`config.mk`:
```
export PLATFORM = sky130hd
export DESIGN_NAME = inst_fetch_buffer_unit_flat
export DESIGN_NICKNAME = d
export VERILOG_FILES = /design/src/rtl/inst_fetch_buffer_unit_if.sv /design/src/rtl/inst_fetch_buffer_unit.sv /design/src/flat_wrapper.sv
export SDC_FILE = /design/constraint.sdc
export NUM_CORES = 1
export LEC_CHECK = 0
export CAP_MARGIN = 20
export CORE_MARGIN = 2
export CORE_UTILIZATION = 41
export DETAILED_ROUTE_END_ITERATION = 8
export PLACE_DENSITY = 0.63
export SETUP_SLACK_MARGIN = 0.15
export SYNTH_ARGS = -nofsm -noshare
export SYNTH_HDL_FRONTEND = slang
export SYNTH_SLANG_ARGS = --single-unit
```
`constraint.sdc`:
```
create_clock -name clk -period 3.1 [get_ports clk]
set_clock_uncertainty 0.15 [all_clocks]
set_input_delay 0.93 -clock clk [delete_from_list [all_inputs] [get_ports clk]]
set_output_delay 0.93 -clock clk [all_outputs]
set_load 0.05 [all_outputs]
```
`src/rtl/inst_fetch_buffer_unit_if.sv`:
```
// Fetch-unit bus: jump redirect, I-cache request/response and decoder valid/ready.
// The master modport is the fetch unit; the slave modport is its environment.
interface inst_fetch_buffer_unit_if #(
    parameter int ADDR_W = 32,
    parameter int INST_W = 32,
    parameter int PID_W  = 2,
    parameter int CNT_W  = 3
);
    logic              jumpFlag_i;
    logic [ADDR_W-1:0] jumpAddr_i;
    logic              request_o;
    logic [ADDR_W-1:0] instAddr_fetch_o;
    logic              dataOk_i;
    logic [INST_W-1:0] inst_fetch_i;
    logic              ready_i;
    logic              valid_o;
    logic [INST_W-1:0] inst_o;
    logic [ADDR_W-1:0] instAddr_o;
    logic [PID_W-1:0]  pID_o;
    logic [CNT_W-1:0]  count_o;

    modport master (
        input  jumpFlag_i, jumpAddr_i, dataOk_i, inst_fetch_i, ready_i,
        output request_o, instAddr_fetch_o, valid_o, inst_o, instAddr_o, pID_o, count_o
    );

    modport slave (
        output jumpFlag_i, jumpAddr_i, dataOk_i, inst_fetch_i, ready_i,
        input  request_o, instAddr_fetch_o, valid_o, inst_o, instAddr_o, pID_o, count_o
    );
endinterface

```
`src/rtl/inst_fetch_buffer_unit.sv`:
```
// Fetch front-end: PC generation, single-outstanding I-cache request, epoch-tagged FIFO.
// Optional FETCH_BYPASS_EN forwards a response straight to the decoder when the FIFO is empty.
module inst_fetch_buffer_unit #(
    parameter int              ADDR_W   = 32,
    parameter int              INST_W   = 32,
    parameter int              DEPTH    = 4,
    parameter int              PID_W    = 2,
    parameter logic [ADDR_W-1:0] RESET_PC = 32'h8000_0000
) (
    input  logic                     clk,
    input  logic                     reset_n,
    inst_fetch_buffer_unit_if.master bus
);
    localparam int PTR_W = $clog2(DEPTH);
    localparam int CNT_W = PTR_W + 1;
    localparam logic [CNT_W-1:0] FULL_CNT = CNT_W'(DEPTH);

    localparam logic [1:0] ST_IDLE = 2'd0;
    localparam logic [1:0] ST_REQ  = 2'd1;
    localparam logic [1:0] ST_DROP = 2'd2;

    logic [1:0]        state_q, state_d;
    logic [ADDR_W-1:0] pc_q, pc_d;
    logic [ADDR_W-1:0] drop_addr_q, drop_addr_d;
    logic [PID_W-1:0]  pid_q, pid_d;
    logic [PTR_W-1:0]  wr_ptr_q, wr_ptr_d, rd_ptr_q, rd_ptr_d;
    logic [CNT_W-1:0]  count_q, count_d;

    logic [INST_W-1:0] inst_mem_q [DEPTH];
    logic [ADDR_W-1:0] addr_mem_q [DEPTH];
    logic [PID_W-1:0]  pid_mem_q  [DEPTH];

    logic              jump_s, accept_s, fifo_nempty_s, push_s, pop_s, valid_s;
    logic [ADDR_W-1:0] target_s, head_addr_s;
    logic [INST_W-1:0] head_inst_s;
    logic [PID_W-1:0]  head_pid_s;

    assign jump_s        = bus.jumpFlag_i;
    assign target_s      = bus.jumpAddr_i & {{(ADDR_W-2){1'b1}}, 2'b00};
    assign accept_s      = (state_q == ST_REQ) && bus.dataOk_i && !jump_s;
    assign fifo_nempty_s = (count_q != {CNT_W{1'b0}});
    assign pop_s         = fifo_nempty_s && bus.ready_i;

`ifdef FETCH_BYPASS_EN
    logic bypass_s;
    assign bypass_s = accept_s && !fifo_nempty_s;
    // A bypassed response the decoder takes immediately never occupies a slot.
    assign push_s   = accept_s && !(bypass_s && bus.ready_i);
`else
    assign push_s   = accept_s;
`endif

    // Next-state for PC, epoch, FIFO bookkeeping and the fetch FSM.
    always_comb begin
        state_d     = state_q;
        pc_d        = pc_q;
        drop_addr_d = drop_addr_q;
        pid_d       = pid_q;
        wr_ptr_d    = push_s ? wr_ptr_q + PTR_W'(1'b1) : wr_ptr_q;
        rd_ptr_d    = pop_s  ? rd_ptr_q + PTR_W'(1'b1) : rd_ptr_q;
        count_d     = count_q + CNT_W'(push_s) - CNT_W'(pop_s);
        if (jump_s) begin
            pc_d     = target_s;
            pid_d    = pid_q + PID_W'(1'b1);
            wr_ptr_d = {PTR_W{1'b0}};
            rd_ptr_d = {PTR_W{1'b0}};
            count_d  = {CNT_W{1'b0}};
        end else if (accept_s) begin
            pc_d = pc_q + ADDR_W'(3'd4);
        end else begin
            pc_d = pc_q;
        end
        case (state_q)
            ST_IDLE: begin
                if (!jump_s && (count_d < FULL_CNT)) begin
                    state_d = ST_REQ;
                end else begin
                    state_d = ST_IDLE;
                end
            end
            ST_REQ: begin
                // A jump with no response in hand must still retire the old request.
                if (jump_s) begin
                    state_d     = bus.dataOk_i ? ST_REQ : ST_DROP;
                    drop_addr_d = pc_q;
                end else if (bus.dataOk_i) begin
                    state_d = (count_d < FULL_CNT) ? ST_REQ : ST_IDLE;
                end else begin
                    state_d = ST_REQ;
                end
            end
            ST_DROP: begin
                if (bus.dataOk_i) begin
                    state_d = ST_REQ;
                end else begin
                    state_d = ST_DROP;
                end
            end
            default: state_d = ST_IDLE;
        endcase
    end

    // Control and pointer registers.
    always_ff @(posedge clk or negedge reset_n) begin
        if (!reset_n) begin
            state_q     <= ST_IDLE;
            pc_q        <= RESET_PC;
            drop_addr_q <= RESET_PC;
            pid_q       <= {PID_W{1'b0}};
            wr_ptr_q    <= {PTR_W{1'b0}};
            rd_ptr_q    <= {PTR_W{1'b0}};
            count_q     <= {CNT_W{1'b0}};
        end else begin
            state_q     <= state_d;
            pc_q        <= pc_d;
            drop_addr_q <= drop_addr_d;
            pid_q       <= pid_d;
            wr_ptr_q    <= wr_ptr_d;
            rd_ptr_q    <= rd_ptr_d;
            count_q     <= count_d;
        end
    end

    // FIFO storage, written with the address and epoch of the request being answered.
    always_ff @(posedge clk or negedge reset_n) begin
        if (!reset_n) begin
            for (int i = 0; i < DEPTH; i++) begin
                inst_mem_q[i] <= {INST_W{1'b0}};
                addr_mem_q[i] <= {ADDR_W{1'b0}};
                pid_mem_q[i]  <= {PID_W{1'b0}};
            end
        end else if (push_s) begin
            inst_mem_q[wr_ptr_q] <= bus.inst_fetch_i;
            addr_mem_q[wr_ptr_q] <= pc_q;
            pid_mem_q[wr_ptr_q]  <= pid_q;
        end
    end

    // Head-of-queue presentation; zeros when nothing is available.
    always_comb begin
        valid_s     = 1'b0;
        head_inst_s = {INST_W{1'b0}};
        head_addr_s = {ADDR_W{1'b0}};
        head_pid_s  = {PID_W{1'b0}};
        if (fifo_nempty_s) begin
            valid_s     = 1'b1;
            head_inst_s = inst_mem_q[rd_ptr_q];
            head_addr_s = addr_mem_q[rd_ptr_q];
            head_pid_s  = pid_mem_q[rd_ptr_q];
        end else begin
`ifdef FETCH_BYPASS_EN
            if (bypass_s) begin
                valid_s     = 1'b1;
                head_inst_s = bus.inst_fetch_i;
                head_addr_s = pc_q;
                head_pid_s  = pid_q;
            end else begin
                valid_s = 1'b0;
            end
`else
            valid_s = 1'b0;
`endif
        end
    end

    assign bus.request_o        = (state_q == ST_REQ) || (state_q == ST_DROP);
    assign bus.instAddr_fetch_o = (state_q == ST_DROP) ? drop_addr_q : pc_q;
    assign bus.valid_o          = valid_s;
    assign bus.inst_o           = head_inst_s;
    assign bus.instAddr_o       = head_addr_s;
    assign bus.pID_o            = head_pid_s;
    assign bus.count_o          = count_q;
endmodule

```
`src/flat_wrapper.sv`:
```
// flat-port wrapper written by rule: the top's interface ports become plain ports
module inst_fetch_buffer_unit_flat 
#(
    parameter int              ADDR_W   = 32,
    parameter int              INST_W   = 32,
    parameter int              DEPTH    = 4,
    parameter int              PID_W    = 2,
    parameter logic [ADDR_W-1:0] RESET_PC = 32'h8000_0000
)
  (clk, reset_n, bus_jumpFlag_i, bus_jumpAddr_i, bus_dataOk_i, bus_inst_fetch_i, bus_ready_i, bus_request_o, bus_instAddr_fetch_o, bus_valid_o, bus_inst_o, bus_instAddr_o, bus_pID_o, bus_count_o);
  inst_fetch_buffer_unit_if #(.ADDR_W(ADDR_W), .INST_W(INST_W), .PID_W(PID_W), .CNT_W(3)) bus_i ();
  input  logic clk;
  input  logic reset_n;
  input wire logic [$bits(bus_i.jumpFlag_i)-1:0] bus_jumpFlag_i;
  input wire logic [$bits(bus_i.jumpAddr_i)-1:0] bus_jumpAddr_i;
  input wire logic [$bits(bus_i.dataOk_i)-1:0] bus_dataOk_i;
  input wire logic [$bits(bus_i.inst_fetch_i)-1:0] bus_inst_fetch_i;
  input wire logic [$bits(bus_i.ready_i)-1:0] bus_ready_i;
  output wire logic [$bits(bus_i.request_o)-1:0] bus_request_o;
  output wire logic [$bits(bus_i.instAddr_fetch_o)-1:0] bus_instAddr_fetch_o;
  output wire logic [$bits(bus_i.valid_o)-1:0] bus_valid_o;
  output wire logic [$bits(bus_i.inst_o)-1:0] bus_inst_o;
  output wire logic [$bits(bus_i.instAddr_o)-1:0] bus_instAddr_o;
  output wire logic [$bits(bus_i.pID_o)-1:0] bus_pID_o;
  output wire logic [$bits(bus_i.count_o)-1:0] bus_count_o;
  assign bus_i.jumpFlag_i = bus_jumpFlag_i;
  assign bus_i.jumpAddr_i = bus_jumpAddr_i;
  assign bus_i.dataOk_i = bus_dataOk_i;
  assign bus_i.inst_fetch_i = bus_inst_fetch_i;
  assign bus_i.ready_i = bus_ready_i;
  assign bus_request_o = bus_i.request_o;
  assign bus_instAddr_fetch_o = bus_i.instAddr_fetch_o;
  assign bus_valid_o = bus_i.valid_o;
  assign bus_inst_o = bus_i.inst_o;
  assign bus_instAddr_o = bus_i.instAddr_o;
  assign bus_pID_o = bus_i.pID_o;
  assign bus_count_o = bus_i.count_o;
  inst_fetch_buffer_unit #(.ADDR_W(ADDR_W), .INST_W(INST_W), .DEPTH(DEPTH), .PID_W(PID_W), .RESET_PC(RESET_PC)) u_core (.clk(clk), .reset_n(reset_n), .bus(bus_i));
endmodule
```
==> impl_results.md, run 1 <==
* Pleak at 9.27 nW
* Total congestion overflow at 0
* Crit path time final at 3270 ps
* Worst path cell trace: buf_12, buf_16, mux4_2, and2_4, buf_6
* Setup TNS at -8630 ps
* Asr flop ratio synth at 100%
* Number of global-route vias before repair at 10100
* Worst Hold Class: input pin to asynchronous set/reset pin
* Pwr Density at 974 mW/mm²
* Via density at 5.35
* Ports at 172
* Slowest cell on crit path: mux4_2
* RSZ-0062 raised after global routing: true
* Slew HR at 51.2%
* First DRT Iteration DRCs at 315
* Peak supply drop at 0.000597 V
* Critical path class: flip-flop to output port
* # fillers at 3031
* Unique cell type count in the Yosys netlist at 38
* Slowest cell delay on critical path at 550 ps
* Initial antenna violation count at 5
* Routed length per instance at 22.4 µm
* Post-synth EDFFs at 0
* TritonCTS Sinks at 327
* Fin crit share at 105%
* Syn Inst Count at 1079
* Failing checks: setup timing
* TritonRoute pass-1 iters at 5
* Port Buffer Count at 165
* Fmax at 0.306 GHz
* Fraction of layout cells with a size suffix above 1 at 53.3%
* Cell taking the most area after synthesis: dfrtp_1
* Post-synthesis sequential area ratio at 53.7%
* Cell row count at 70
* Most common library cells after synthesis: dfrtp_1, mux2_2, and2_1, nand2_1, mux4_2
* Most numerous cell in the Yosys netlist: dfrtp_1
* Yosys reg bits at 327
* Pin count of the biggest net entering global routing at 73
* Mapped Area at 0.0152 mm²
* Mean post-synth cell area at 14.1 µm²
* Global placement routability congestion at 0.720
* Worst slew pin tran at 732 ps
* Multi-input logic area at 0.00698 mm²
* Htree depth at 2
* WP data required at 2020 ps
* Synth top area cells: dfrtp_1, mux2_2, mux4_2, and2_1, nand2_1
* Starting Density at 41.7%
* Clock Pin Slew Worst Setup and Hold Paths at 60 ps
* DR vias at 9428
* Nets@finish at 1347
* Status: finished with violations
* FF/Latch Area at 0.00819 mm²
* First-pass GRT wire length at 61400 µm
* Worst setup margin at -168 ps
* Slew Limit Fails at 0
* MaxCap Viol Count at 0
* Ys flop type: dfrtp_1
* Total GRT Usage at 21.0%
* Clock Path Buffers at 3
* Die Span X at 197 µm
* CP Launch Type: flip-flop
* Share of the synthesized area in the top cell type at 53.3%
* DRC at 0
* Die H at 197 µm
* Arr. time, crit path at 2190 ps
* Core Util, Final at 55.3%
* Crit end category: output port
* Final wirelength at 39500 µm
* Core box area at 0.0366 mm²
* CTS Root Cell: clkbuf_16
* Worst Path Max Fanout at 6
* CTS tree: yes
* HPWL Detailed at 22700 µm
* Area delta synth->final at 32.7%
* Hold Fails Final Rpt at 0
* Post-DRT Antenna Nets at 0
* Final setup vio count at 67
* Die area at 0.0388 mm²
* CTS buffer count at 37
* Clk Latency, worst-skew pair at 520 ps
* Synth Warn # at 0
==> layout make-up <==
class	count	area share, %
diodes	2	0.0247
clock buffers	59	5.84
clock inverters	6	0.303
inverters	10	0.185
multi-input cells	653	34.5
flip-flops and latches	327	40.5
well taps	468	2.89
repair buffers	237	15.8
==> registers in the layout, indices dropped and copies added (netlist names) <==
register and flops:
u_core.state_q 2, u_core.wr_ptr_q 2, u_core.rd_ptr_q 2, u_core.inst_mem_q 128, u_core.addr_mem_q 120, u_core.pid_mem_q 8, u_core.pc_q 30, u_core.bus.count_o 3
u_core.drop_addr_q 30, u_core.pid_q 2
==> logic make-up (layout without fill, tap and decap cells) <==
logic type / after synthesis / in the layout / synth area share (%)
flip-flops: 327 / 327 / 53.7
AO/OA/AOI/OAI: 47 / 47 / 1.56
adder cells (fa/ha/maj): 12 / 12 / 1.03
buffers and inverters: 102 / 312 / 2.96
other: 1 / 6 / 0.0246
multiplexers: 369 / 369 / 32.0
XOR/XNOR: 36 / 36 / 2.07
AND/OR/NAND/NOR: 185 / 185 / 6.71
==> per-stage QoR <==
step | worst slack (ps) | hold WS, ps | power [mW] | area (µm²) | instances
floorplan | 152 | 295 | 11.0 | 15300 | 1082
CTS | -202 | 264 | 19.6 | 20000 | 1756
global route | -224 | 279 | 20.6 | 20200 | 1761
detailed placement | -241 | 319 | 13.1 | 17400 | 1665
global placement | -232 | 309 | 13.0 | 17400 | 1665
finish | -168 | 252 | 19.7 | 20200 | 1762
==> cells in the final DEF, fill, tap and decap left out, drive strengths merged, types with 3 or more instances in the layout <==
| cell type | count |
|---|---|
| clkbuf | 60 |
| clkdlybuf4s50 | 66 |
| and3 | 3 |
| buf | 169 |
| and2 | 69 |
| nor3 | 7 |
| nor2 | 10 |
| nand4 | 4 |
| o21ai | 43 |
| ha | 11 |
| dfrtp | 325 |
| a21oi | 3 |
| nand2 | 65 |
| xor2 | 9 |
| clkinv | 3 |
| xnor2 | 27 |
| mux2 | 304 |
| mux4 | 64 |
| inv | 11 |
| nand3 | 8 |
| nor4 | 10 |
| conb | 4 |
| and4 | 5 |
==> worst paths after layout <==
path | from | slack (ps) | depth (start not counted) | endpoint
worst min-delay path | reset_n | 250 | 1 | u_core.inst_mem_q[96]
worst max register to register | u_core.bus.count_o[0] | 310 | 12 | u_core.state_q[0]
worst min register to register | u_core.addr_mem_q[86] | 330 | 2 | u_core.addr_mem_q[86]
min in group clk | u_core.addr_mem_q[86] | 330 | 2 | u_core.addr_mem_q[86]
worst max-delay path | u_core.rd_ptr_q[0] | -170 | 5 | bus_instAddr_o[16]
max in group asynchronous | reset_n | 1740 | 2 | u_core.inst_mem_q[19]
==> per-layer routing <==
metal,vias to the layer above,wire (µm),track usage (%),share of wire [%]
li1,4201,-,-,-
met1,4932,17300,28.4,44
met2,215,19100,34.9,48
met3,74,2030,3.87,5.1
met4,6,1070,5.90,2.7
met5,-,39,0,0.099
==> repair_timing <==
| action | 4_1_cts | 5_1_grt |
|---|---|---|
| hold endpoints to repair | 0 | 0 |
| buffers inserted | 13 | 3 |
| gates cloned | 13 | 1 |
| endpoints found under the setup margin | 96 | 95 |
| resized for setup | 241 | 55 |
| hold buffers | 0 | 0 |
| pin swaps | 2 | 34 |
==> critical path, delay by kind of cell (launching register included) <==
family	cells	cell delay (ps)
simple gates	1	190
flops	1	440
buf+inv	3	470
mux	1	550
==> where the power goes <==
group	total [mW]	internal, mW	switching [mW]
Clock	4.42	2.69	1.73
Combinational	9.27	4.71	4.56
Sequential	6.02	5.38	0.642
No activity file was read; power rests on OpenSTA's default activity.
==> run 2: changes to the inputs <==
--- a/config.mk
+++ b/config.mk
@@ -5,11 +5,12 @@
 export SDC_FILE = /design/constraint.sdc
 export NUM_CORES = 1
 export LEC_CHECK = 0
-export CAP_MARGIN = 20
+export CAP_MARGIN = 5
 export CORE_MARGIN = 2
 export CORE_UTILIZATION = 41
 export DETAILED_ROUTE_END_ITERATION = 8
 export PLACE_DENSITY = 0.63
+export REMOVE_ABC_BUFFERS = 1
 export SETUP_SLACK_MARGIN = 0.15
 export SYNTH_ARGS = -nofsm -noshare
 export SYNTH_HDL_FRONTEND = slang
==> run 2 against run 1 <==
  * The run still ends with setup timing left
  * Via count shrank 0.37%
  * Critical path depth is the same
  * Flip-flop and latch count is the same
  * Combinational power shrank 3.8%
  * Largest cell class unchanged
==> impl_results.md, run 2 (same netlist as run 1, synthesis figures left out) <==
* Htree depth at 2 (unchanged)
* Fin crit share at 104% (-1.5 points)
* Initial antenna violation count at 0 (-5)
* MaxCap Viol Count at 0 (unchanged)
* Routed length per instance at 21.6 µm (-3.8%)
* Arr. time, crit path at 2140 ps (-50 ps)
* DRC at 0 (unchanged)
* Clock Pin Slew Worst Setup and Hold Paths at 60 ps (about the same)
* Global routing's busiest layer: met2
* Clk pwr share at 22.7% (+0.3 points)
* Most common cell after layout, fill and taps aside: dfrtp_1
* Via density at 5.32 (-0.54%)
* Pint at 12.5 mW (-2.1%)
* Ports at 172 (unchanged)
* Worst slew pin tran at 736 ps (+3.94 ps)
* Post-Layout Cell Count at 1765 (+0.17%)
* TritonCTS Sinks at 327 (unchanged)
* Global placement routability congestion at 0.708 (-1.7%)
* Most frequent CP cell: buf_12
* Area delta synth->final at 31.8%
* Hold Fails Final Rpt at 0 (unchanged)
* Die H at 197 µm (unchanged)
* Crit end category: output port
* Slowest cell delay on critical path at 510 ps (-40 ps)
* Final wirelength at 38000 µm (-3.6%)
* Sw power at 6.83 mW (-1.5%)
* Clk Latency, worst-skew pair at 510 ps (about the same)
* Pwr Density at 963 mW/mm² (-1.2%)
* Cell row count at 70 (unchanged)
* HPWL Detailed at 22900 µm (+0.92%)
* Slowest cell on crit path: mux4_2
* CP Launch Type: flip-flop
* DP Worst Slack at -226 ps (+15.7 ps)
* Core box area at 0.0366 mm² (unchanged)
* Number of flip-flops in the largest register at 128 (unchanged)
* Starting Density at 41.7% (unchanged)
* DR vias at 9393 (-0.37%)
* Sw frac at 35.3% (+0.15 points)
* RSZ-0062 raised after global routing: true
* Pin count of the biggest net entering global routing at 80 (+9.6%)
* Slew Limit Fails at 0 (unchanged)
* Total GRT Usage at 20.0% (-1.0 points)
* Multi-input logic area at 0.00698 mm² (about the same)
* Diode count at 0 (-2)
* Worst R2R Start: u_core.bus.count_o[1]
* Number of global-route vias before repair at 10100 (-0.87%)
* M1 GR Usage at 28.9% (+0.53 points)
* Failing checks: setup timing
* Post-DRT Antenna Nets at 0 (unchanged)
* Reg power frac at 31.2% (+0.6 points)
* TritonRoute pass-1 iters at 4 (-1)
* Placed insts at 1670 (+0.30%)
* Slew HR at 50.9% (-0.26 points)
* Crit path time final at 3220 ps (-47.2 ps)
* Crit path from: u_core.rd_ptr_q[0]
* Worst Hold Class: input pin to asynchronous set/reset pin
* WP data required at 2020 ps (about the same)
* Worst setup margin at -121 ps (+47.2 ps)
* FF/Latch Area at 0.00819 mm² (unchanged)
* Top Registers: u_core.inst_mem_q (128), u_core.addr_mem_q (120)
* Pleak at 9.24 nW (-0.26%)
* Total congestion overflow at 0 (unchanged)
* Worst path cell trace: buf_12, buf_12, mux4_2, and2_4, buf_6
* Worst Path Max Fanout at 10 (+4)
* Die Span X at 197 µm (unchanged)
* Critical path class: flip-flop to output port
* Fraction of layout cells with a size suffix above 1 at 53.4% (about the same)
* Port Buffer Count at 165 (unchanged)
* Fmax at 0.310 GHz (+1.5%)
* # fillers at 3035 (+0.13%)
* CTS Root Cell: clkbuf_16
* Gate power share at 46.1% (-0.9 points)
* First-pass GRT wire length at 59800 µm (-2.6%)
* Status: finished with violations
* Grt met3 use at 3.39% (-0.48 points)
* Hold-fix buffers at CTS at 0 (unchanged)
* CTS buffer count at 37 (unchanged)
* CTS tree: yes
* First DRT Iteration DRCs at 465 (+48%)
* CP top delay family: multiplexers
* Buffers & Inverters on Critical Path at 3 (unchanged)
* Peak supply drop at 0.000724 V (+21%)
* Die area at 0.0388 mm² (unchanged)
* Clock Path Buffers at 3 (unchanged)
* Biggest register: u_core.inst_mem_q
* Most frequent cells in the layout: dfrtp_1, mux2_2, clkdlybuf4s50_1
* Final setup vio count at 64 (-4.5%)
* Met2 usage at 32.0% (-2.9 points)
* Nets@finish at 1350 (+0.22%)
run 2: worst paths after layout:
path	endpoint	slack, ps	cells past startpoint
max in group asynchronous	u_core.inst_mem_q[90]	1770	2
worst max-delay path	bus_instAddr_o[17]	-120	5
worst max register to register	u_core.state_q[0]	280	12
min in group clk	u_core.addr_mem_q[82]	330	2
worst min register to register	u_core.addr_mem_q[82]	330	2
worst min-delay path	u_core.inst_mem_q[102]	210	1
run 2: layer usage:
layer | up-vias | wire length, µm
li1 | 4234 | -
met1 | 4947 | 17900
met2 | 173 | 18200
met3 | 39 | 1430
met4 | 0 | 534
met5 | - | 0
run 2: power by group through the flow:
stage / sequential [mW] / clock (mW) / combinational (mW)
floorplan: 6.07 / 0 / 4.84
global placement: 6.07 / 0 / 7.05
detailed placement: 6.13 / 0 / 7.11
CTS: 6.01 / 4.51 / 8.76
global route: 6.17 / 4.71 / 9.40
finish: 6.03 / 4.40 / 8.92
run 2: timing repair:
item	4_1_cts	5_1_grt
gates cloned	8	1
resized for setup	231	42
endpoints found under the setup margin	96	97
buffers inserted	13	6
pin swaps	4	11
run 2: area by class of cell:
type                            count  area share, %
Sequential cell                   327           40.8
Multi-Input combinational cell    653           34.7
Timing Repair Buffer              240           15.2
Clock buffer                       59           5.83
Tap cell                          468           2.91
Clock inverter                      8          0.361
Inverter                           10          0.187
run 2: metrics by stage:
step | area (µm²) | total power, mW | TNS, ps | util [%] | hold slack, ps
after floorplan | 14800 | 10.9 | -117910 | - | 295
after global placement | 17500 | 13.1 | -272 | 47.9 | 307
after detailed placement | 17500 | 13.2 | -298 | 47.9 | 320
after CTS | 19900 | 19.3 | -6160 | 54.3 | 211
after global routing | 20100 | 20.3 | -8950 | 54.9 | 222
final | 20100 | 19.3 | -4770 | 54.9 | 205
